===== config.mk =====
export PLATFORM = sky130hd
export DESIGN_NAME = swd_seq_scheduler
export DESIGN_NICKNAME = d
export VERILOG_FILES = /design/src/rtl/swd_seq_scheduler.sv
export SDC_FILE = /design/constraint.sdc
export NUM_CORES = 1
export LEC_CHECK = 0
export CAP_MARGIN = 20
export CORE_ASPECT_RATIO = 1.1
export CORE_UTILIZATION = 40
export DETAILED_ROUTE_END_ITERATION = 16
export GPL_TIMING_DRIVEN = 0
export SLEW_MARGIN = 20
export SYNTH_ARGS = -nofsm -noshare
export SYNTH_HDL_FRONTEND = slang
export SYNTH_SLANG_ARGS = --single-unit

===== constraint.sdc =====
create_clock -name sck -period 4.9 [get_ports sck]
set_input_delay 0.735 -clock sck [delete_from_list [all_inputs] [get_ports sck]]
set_output_delay 0.735 -clock sck [all_outputs]
set_load 0.05 [all_outputs]

===== src/rtl/swd_seq_scheduler.sv =====
// rtl/swd_seq_scheduler.sv - SWD pin owner arbitrating raw sequences against frontend transfers
//
// Purpose:
//   Shares the SWD pins between raw sequences generated here (line reset, idle zeros,
//   JTAG-to-SWD switch) and frontend transfers. A raw sequence holds the frontend off the
//   bus through fe_hold and drives one SWDIO bit per cycle. A transfer grants the bus to the
//   frontend until it strobes xfer_done or the watchdog revokes the grant.
//
// Ports:
//   sck          - clock, all logic on posedge
//   rst          - synchronous active-high reset
//   seq_req      - raw sequence request (level, sampled in S_IDLE)
//   seq_op       - 0=LINE_RESET 1=IDLE 2=JTAG2SWD 3=reserved
//   seq_ack      - 1-cycle pulse, sequence accepted
//   seq_done     - 1-cycle pulse, sequence finished and bus released
//   seq_err      - 1-cycle pulse, reserved op rejected
//   xfer_req     - frontend transfer request (level, sampled in S_IDLE)
//   xfer_gnt     - frontend owns the bus while high
//   xfer_done    - frontend completion strobe, honoured only while granted
//   xfer_timeout - 1-cycle pulse, watchdog revoked the grant
//   fe_hold      - keeps the frontend off SWDIO during raw sequences
//   swclk_en     - SWCLK gate during raw sequences
//   swdio_oe     - raw-sequence SWDIO drive enable
//   swdio_out    - raw-sequence SWDIO value
//   busy         - high whenever not idle
module swd_seq_scheduler #(
    parameter int RESET_ONES   = 64,
    parameter int IDLE_ZEROS   = 50,
    parameter int TAIL_ZEROS   = 2,
    parameter int XFER_TIMEOUT = 1024
) (
    input  logic       sck,
    input  logic       rst,
    input  logic       seq_req,
    input  logic [1:0] seq_op,
    output logic       seq_ack,
    output logic       seq_done,
    output logic       seq_err,
    input  logic       xfer_req,
    output logic       xfer_gnt,
    input  logic       xfer_done,
    output logic       xfer_timeout,
    output logic       fe_hold,
    output logic       swclk_en,
    output logic       swdio_oe,
    output logic       swdio_out,
    output logic       busy
);

    typedef enum logic [2:0] {
        S_IDLE,
        S_ONES1,
        S_SW16,
        S_ONES2,
        S_ZEROS,
        S_XFER,
        S_DONE
    } state_t;

    localparam logic [1:0] OP_IDLE     = 2'd1;
    localparam logic [1:0] OP_JTAG2SWD = 2'd2;
    localparam logic [1:0] OP_RSVD     = 2'd3;

    localparam logic RR_SEQ  = 1'b0;
    localparam logic RR_XFER = 1'b1;

    localparam logic [7:0] RESET_LAST = 8'(RESET_ONES - 1);
    localparam logic [7:0] IDLE_LAST  = 8'(IDLE_ZEROS - 1);
    localparam logic [7:0] TAIL_LAST  = 8'(TAIL_ZEROS - 1);
    localparam logic [7:0] SW16_LAST  = 8'd15;

    // JTAG-to-SWD select code, shifted out LSB first.
    localparam logic [15:0] SW16_CODE = 16'hE79E;

    // A zero timeout disables the watchdog; keep the counter at least one bit wide.
    localparam int WD_W    = (XFER_TIMEOUT > 0) ? $clog2(XFER_TIMEOUT + 1) : 1;
    localparam int WD_LAST = (XFER_TIMEOUT > 0) ? XFER_TIMEOUT - 1 : 0;

    state_t            state_q, state_d;
    logic [7:0]        cnt_q, cnt_d;
    logic [WD_W-1:0]   wd_q, wd_d;
    logic [1:0]        op_q, op_d;
    logic              rr_last_q, rr_last_d;
    logic              seq_ack_q, seq_ack_d;
    logic              seq_err_q, seq_err_d;
    logic              xfer_timeout_q, xfer_timeout_d;
    logic              seq_win;
    logic              xfer_win;
    logic [3:0]        sw_idx;

    always_ff @(posedge sck) begin
        if (rst) begin
            state_q        <= S_IDLE;
            cnt_q          <= '0;
            wd_q           <= '0;
            op_q           <= '0;
            rr_last_q      <= RR_XFER;
            seq_ack_q      <= 1'b0;
            seq_err_q      <= 1'b0;
            xfer_timeout_q <= 1'b0;
        end else begin
            state_q        <= state_d;
            cnt_q          <= cnt_d;
            wd_q           <= wd_d;
            op_q           <= op_d;
            rr_last_q      <= rr_last_d;
            seq_ack_q      <= seq_ack_d;
            seq_err_q      <= seq_err_d;
            xfer_timeout_q <= xfer_timeout_d;
        end
    end

    always_comb begin
        state_d        = state_q;
        cnt_d          = cnt_q;
        wd_d           = wd_q;
        op_d           = op_q;
        rr_last_d      = rr_last_q;
        seq_ack_d      = 1'b0;
        seq_err_d      = 1'b0;
        xfer_timeout_d = 1'b0;

        // On a tie the requester that did not win last time gets the bus.
        seq_win  = seq_req && (!xfer_req || (rr_last_q == RR_XFER));
        xfer_win = xfer_req && !seq_win;

        case (state_q)
            S_IDLE: begin
                if (seq_win) begin
                    seq_ack_d = 1'b1;
                    if (seq_op == OP_RSVD) begin
                        // Rejected op: no bus activity and the round-robin pointer stays put.
                        seq_err_d = 1'b1;
                    end else begin
                        op_d      = seq_op;
                        rr_last_d = RR_SEQ;
                        if (seq_op == OP_IDLE) begin
                            state_d = S_ZEROS;
                            cnt_d   = IDLE_LAST;
                        end else begin
                            state_d = S_ONES1;
                            cnt_d   = RESET_LAST;
                        end
                    end
                end else if (xfer_win) begin
                    state_d   = S_XFER;
                    wd_d      = '0;
                    rr_last_d = RR_XFER;
                end
            end
            S_ONES1: begin
                if (cnt_q == 8'd0) begin
                    if (op_q == OP_JTAG2SWD) begin
                        state_d = S_SW16;
                        cnt_d   = SW16_LAST;
                    end else begin
                        state_d = S_DONE;
                    end
                end else begin
                    cnt_d = cnt_q - 8'd1;
                end
            end
            S_SW16: begin
                if (cnt_q == 8'd0) begin
                    state_d = S_ONES2;
                    cnt_d   = RESET_LAST;
                end else begin
                    cnt_d = cnt_q - 8'd1;
                end
            end
            S_ONES2: begin
                if (cnt_q == 8'd0) begin
                    state_d = S_ZEROS;
                    cnt_d   = TAIL_LAST;
                end else begin
                    cnt_d = cnt_q - 8'd1;
                end
            end
            S_ZEROS: begin
                if (cnt_q == 8'd0) begin
                    state_d = S_DONE;
                end else begin
                    cnt_d = cnt_q - 8'd1;
                end
            end
            S_XFER: begin
                // A completion in the final watchdog cycle wins over the timeout.
                if (xfer_done) begin
                    state_d = S_IDLE;
                end else if ((XFER_TIMEOUT != 0) && (wd_q == WD_W'(WD_LAST))) begin
                    state_d        = S_IDLE;
                    xfer_timeout_d = 1'b1;
                end else begin
                    wd_d = wd_q + WD_W'(1);
                end
            end
            S_DONE: begin
                state_d = S_IDLE;
            end
            default: begin
                state_d = S_IDLE;
            end
        endcase
    end

    // Bit position within the select code: the counter runs 15 down to 0.
    assign sw_idx = 4'd15 - cnt_q[3:0];

    always_comb begin
        fe_hold   = 1'b0;
        swdio_out = 1'b0;
        case (state_q)
            S_ONES1, S_ONES2: begin
                fe_hold   = 1'b1;
                swdio_out = 1'b1;
            end
            S_SW16: begin
                fe_hold   = 1'b1;
                swdio_out = SW16_CODE[sw_idx];
            end
            S_ZEROS: begin
                fe_hold   = 1'b1;
            end
            default: begin
                fe_hold   = 1'b0;
                swdio_out = 1'b0;
            end
        endcase
    end

    assign swclk_en     = fe_hold;
    assign swdio_oe     = fe_hold;
    assign seq_done     = (state_q == S_DONE);
    assign xfer_gnt     = (state_q == S_XFER);
    assign busy         = (state_q != S_IDLE);
    assign seq_ack      = seq_ack_q;
    assign seq_err      = seq_err_q;
    assign xfer_timeout = xfer_timeout_q;

endmodule


==> results of run 1 <==
critical path: cells and delay by family, from the launching register on:
| kind | cells | cell delay, ps |
|---|---|---|
| buffers and inverters | 2 | 870 |
| muxes | 1 | 270 |
| DFF | 1 | 400 |
| AOI/OAI and AO/OA | 2 | 230 |
| and+or+nand+nor | 1 | 100 |
| adders and majority gates | 1 | 340 |
where the power goes:
group	total (mW)	leakage (nW)	internal [mW]	switching [mW]
logic	0.723	0.451	0.269	0.454
clock network	0.183	0.0357	0.109	0.0733
registers	0.311	0.228	0.268	0.0422
cell type report:
class | instances | share of cell area, %
well taps | 52 | 3.24
plain buffers | 10 | 2.80
repair buffers | 15 | 7.47
clock inverters | 1 | 1.49
clock buffers | 3 | 2.05
flip-flops and latches | 28 | 27.9
multi-input cells | 170 | 53.6
inverters | 8 | 1.49
routing by layer:
layer	routed length, um	vias to the layer above
met4	52	0
met3	109	4
met1	1960	757
met5	0	-
li1	-	826
met2	1900	24
metrics by stage:
stage / total power [mW] / instances / utilization (%) / setup WS [ps] / cell area, um^2
after floorplan: 0.855 / 216 / - / 2320 / 1720
after global placement: 1.03 / 283 / 47.8 / 1980 / 1940
after detailed placement: 1.03 / 283 / 47.8 / 1980 / 1940
after CTS: 1.22 / 287 / 49.6 / 1650 / 2010
after global routing: 1.31 / 287 / 49.6 / 1530 / 2010
final: 1.22 / 287 / 49.6 / 1670 / 2010
how the worst max path moves through the flow:
stage / to / startpoint
floorplan: swdio_out / cnt_q[0]
global placement: swdio_out / cnt_q[0]
detailed placement: swdio_out / cnt_q[0]
CTS: swdio_out / cnt_q[0]
global route: swdio_out / cnt_q[0]
finish: swdio_out / cnt_q[0]
cell usage in the layout (no fill, tap or decap), drive strengths merged, types with 3 or more instances in the layout:
cell            n
or4             5
o21ai           8
dfxtp          28
xnor2           5
nand2          22
nor3           13
ha              3
nor2b           4
clkdlybuf4s50  15
a21oi          19
xor2            3
nor2           25
nand2b          5
nand3           7
and2            3
nor3b           3
inv             8
buf             7
clkbuf          6
o211ai          3
state kept, by name (all words and copies together), names as in the netlist:
signal        cells
cnt_q             8
wd_q             11
seq_ack           1
seq_err           1
state_q           3
xfer_timeout      1
op_q              2
rr_last_q         1
cell families (layout without fill, tap and decap cells):
group / after synthesis / count (layout) / synth area share [%]
XOR/XNOR: 8 / 8 / 4.06
multiplexers: 3 / 3 / 1.81
AND/OR/NAND/NOR: 100 / 100 / 31.8
flip-flops: 28 / 28 / 32.5
buffers and inverters: 18 / 37 / 5.01
AO/OA/AOI/OAI: 56 / 56 / 22.6
adder cells (fa/ha/maj): 3 / 3 / 2.18
==> results.md, run 1 <==
- TritonCTS Buffers: 3
- PD cells: 605 nW/um^2
- Sequential Area: 561 um^2
- Status: completed
- Period utilisation layout: 65.8%
- GRT Total Usage: 19.0%
- Gate Count Post-Synth: 216
- Netlist cell types: 64
- Slew Viols, Final: 0
- Net count reported at finish: 246
- Core area: 4050 um^2
- Syn Area/Cell: 7.98 um^2
- Leading area contributor after synthesis: dfxtp_1
- Hold path endpoint: wd_q[10]
- Fmax: 310 MHz
- Met1 Usage GRT: 25.1%
- Drt pass-1 iters: 4
- Clk Latency, worst-skew pair: 280 ps
- Met3 Track Usage GR: 1.94%
- Hold wc startpoint: wd_q[10]
- Gr busiest metal: met2
- FP Rows: 24
- Gp weighted congestion: 0.813
- # Post-CTS Setup Buffers: 0
- Critical path class: reg -> out
- TritonCTS clock tree: built
- CTS resizes: 0
- Hold Path Class: reg -> reg
- Die height: 70.9 um
- Setup crit end kind: output port
- Die width: 64.6 um
- H-tree depth: 1
- Reg-to-Reg Start: cnt_q[0]
- Most common cell in the netlist: dfxtp_1
- CP max FO: 5
- R2R Setup Slk: 2780 ps
- CP cell instances: inv_1 -> ha_1 -> mux2_2 -> o21ai_0 -> a21oi_1 -> nor2_1 -> clkdlybuf4s50_1
- Worst-case reg-to-reg path depth: 7
- Finish-stage setup viols: 0
- Max-cap viol count: 0
- Hold buffers post-CTS: 0
- Post-route antenna net violation count: 0
- Worst-path clk slew: 100 ps
- Vias: 1611
- Layout cell share with drive strength beyond 1: 9.79%
- Maximum VDD drop: 0.244 mV
- Worst r2r dst: state_q[0]
- Fin. Hold Viols: 0
- Sequential area share after synthesis: 32.5%
- Layout area overhead: 16.6%
- Slew margin rel.: 62.7%
- Area of the multi-input gates: 1080 um^2
- Number of remaining DRC errors: 0
- Ant diodes: 0
- Actual slew at the worst max-slew pin: 551 ps
- Min Hold Slack: 472 ps
- CP required: 4160 ps
- Setup Skew: 7.67 ps
- Final min period: 3230 ps
- Root Buffer: clkbuf_8
- WL per Instance: 14.0 um
- Register bit total from synthesis: 28
- Post-synth top cells: 28 x dfxtp_1, 25 x nor2_1, 21 x nand2_1
- HPWL after detailed placement: 2940 um
- Vias in the first global route: 1429
- GRT met2 Usage: 31.8%
- Worst setup SP type: register
- Unrepaired setup endpoints after global routing: false
- Hold path cells: 1
- Post-synth ARST share: 0%
- CP max stage delay: 810 ps
- CTS max path bufs: 2
- Synth Flop Type: dfxtp_1
- Leakage: 0.715 nW
- Synth warnings: 0
- Setup TNS: 0 ps
- CP arrival: 2490 ps
- EDFF count, synth: 0
- Synth top area share: 32.5%
- Die area: 4580 um^2
- Drt total wl: 4030 um
- TritonCTS Sinks: 28
- Initial Utilization: 42.5%
- Leading post-synthesis cells by cell area: dfxtp_1 33%, a21oi_1 5.5%, nor2_1 5.4%
- First-pass GRT wire length: 6800 um
- Critical-path top delay cell: clkdlybuf4s50_1
- Port bufs: 15
- Syn_nets: 226
- Routed vias/inst: 5.61
- Num ports: 17
- Initial DRC Count: 71
- Filler cell count: 421
- Gr ovfl total: 0
- Pin count of the biggest net entering global routing: 17
- Mapped Area: 1720 um^2
- Initial antenna violation count: 0
Power figures use the tool's default switching activity.
==> run 2: changes to the inputs <==
==> constraint.sdc (replaced) <==
create_clock -name sck -period 2.9 [get_ports sck]
set_input_delay 0.435 -clock sck [delete_from_list [all_inputs] [get_ports sck]]
set_output_delay 0.435 -clock sck [all_outputs]
set_load 0.05 [all_outputs]
==> run 2 against run 1 <==
Against the previous run: cell count is the same; clock skew barely moved; utilization hardly changed; critical endpoint is now swdio_oe.
==> results.md, run 2 (synthesis gave the netlist of run 1 again) <==
- Status: completed
- CTS max path bufs: 2
- Port bufs: 15
- Vias: 1619
- Period utilisation layout: 94.8%
- Post-route antenna net violation count: 0
- Biggest regs: wd_q (11), cnt_q (8), state_q (3)
- Reg with most FFs: wd_q
- Commonest non-fill, non-tap cell in the layout: dfxtp_1
- Routed vias/inst: 5.64
- Setup Skew: 7.61 ps
- Gp weighted congestion: 0.813
- Post-Place Cells: 283
- TritonCTS Buffers: 3
- Non-filler cells, final: 287
- Pwr Total: 2.05 mW
- First-pass GRT wire length: 6800 um
- Final worst slack: 150 ps
- Finish-stage setup viols: 0
- Num ports: 17
- Drt total wl: 4030 um
- PD cells: 1020 nW/um^2
- Net count reported at finish: 246
- Die width: 64.6 um
- Final min period: 2750 ps
- Initial antenna violation count: 0
- Pin count of the biggest net entering global routing: 17
- Clk Latency, worst-skew pair: 280 ps
- Root Buffer: clkbuf_8
- WL per Instance: 14.0 um
- Drt pass-1 iters: 4
- H-tree depth: 1
- # Post-CTS Setup Buffers: 0
- CP arrival: 2320 ps
- Critical path class: reg -> out
- Worst-path clk slew: 100 ps
- HPWL after detailed placement: 2940 um
- Fin. Hold Viols: 0
- Unrepaired setup endpoints after global routing: false
- Layout cell share with drive strength beyond 1: 9.79%
- Maximum VDD drop: 0.412 mV
- TritonCTS clock tree: built
- Vias in the first global route: 1429
- FP Rows: 24
- TritonCTS Sinks: 28
- Slew Viols, Final: 0
- Setup crit end kind: output port
- CP max FO: 11
- Final core utilization: 49.6%
- Hold Path Class: reg -> reg
- Actual slew at the worst max-slew pin: 551 ps
- Most frequent cells in the layout: 28 x dfxtp_1, 25 x nor2_1, 21 x nand2_1
- Core area: 4050 um^2
- Die height: 70.9 um
- Hold buffers post-CTS: 0
- Die area: 4580 um^2
- Number of remaining DRC errors: 0
- Initial Utilization: 42.5%
- Layout area overhead: 16.5%
- Largest register FFs: 11
- Leakage: 0.719 nW
- Worst setup SP type: register
- Max-cap viol count: 0
- Worst slack, placed: 281 ps
- GRT Total Usage: 19.0%
- Gr ovfl total: 0
- CTS resizes: 1
- Slew margin rel.: 62.7%
- CP required: 2470 ps
- Setup TNS: 0 ps
- Fmax: 364 MHz
- Initial DRC Count: 71
- Ant diodes: 0
run 2: cell types whose count changed in the layout (fill, tap and decap cells not counted), sizes merged:
cell	previous run	this run
dlygate4sd2	0	1
clkdlybuf4s50	15	14
run 2: per-stage QoR:
stage	hold WS, ps	cell area (um^2)
floorplan	440	1720
global placement	455	1940
detailed placement	457	1940
CTS	472	2010
global route	484	2010
finish	472	2010
run 2: path summary, 6_finish.rpt:
| kind | start | to | slack, ps | cells past startpoint |
|---|---|---|---|---|
| setup reg to reg | cnt_q[0] | state_q[0] | 790 | 7 |
| hold / removal | wd_q[10] | wd_q[10] | 470 | 1 |
| setup / recovery | state_q[1] | swdio_oe | 150 | 7 |
| hold reg to reg | wd_q[10] | wd_q[10] | 470 | 1 |
run 2: report_power, final:
group	switching, mW	internal [mW]	total (mW)
registers	0.0718	0.454	0.525
clock network	0.124	0.185	0.309
logic	0.766	0.450	1.22
total	0.962	1.09	2.05
run 2: area by class of cell:
cell class	instances	area, um^2
plain buffers	10	56.3
clock buffers	3	41.3
clock inverters	1	30.0
fillers	422	2040
inverters	8	30.0
multi-input cells	170	1080
flip-flops and latches	28	561
well taps	52	65.1
repair buffers	15	149
run 2: metal layers:
metal	share of wire, %	track usage, %	vias to the layer above
li1	-	-	826
met1	49	25.1	763
met2	47	31.8	26
met3	2.6	1.94	4
met4	1.3	6.67	0
met5	0	0	-
run 2: worst max-delay path, stage by stage, from the launching register on:
cell	delay, ps
dfxtp_1	320
buf_6	130
nor3_4	330
inv_2	110
nand2_2	160
inv_2	140
buf_4	150
clkdlybuf4s50_1	690
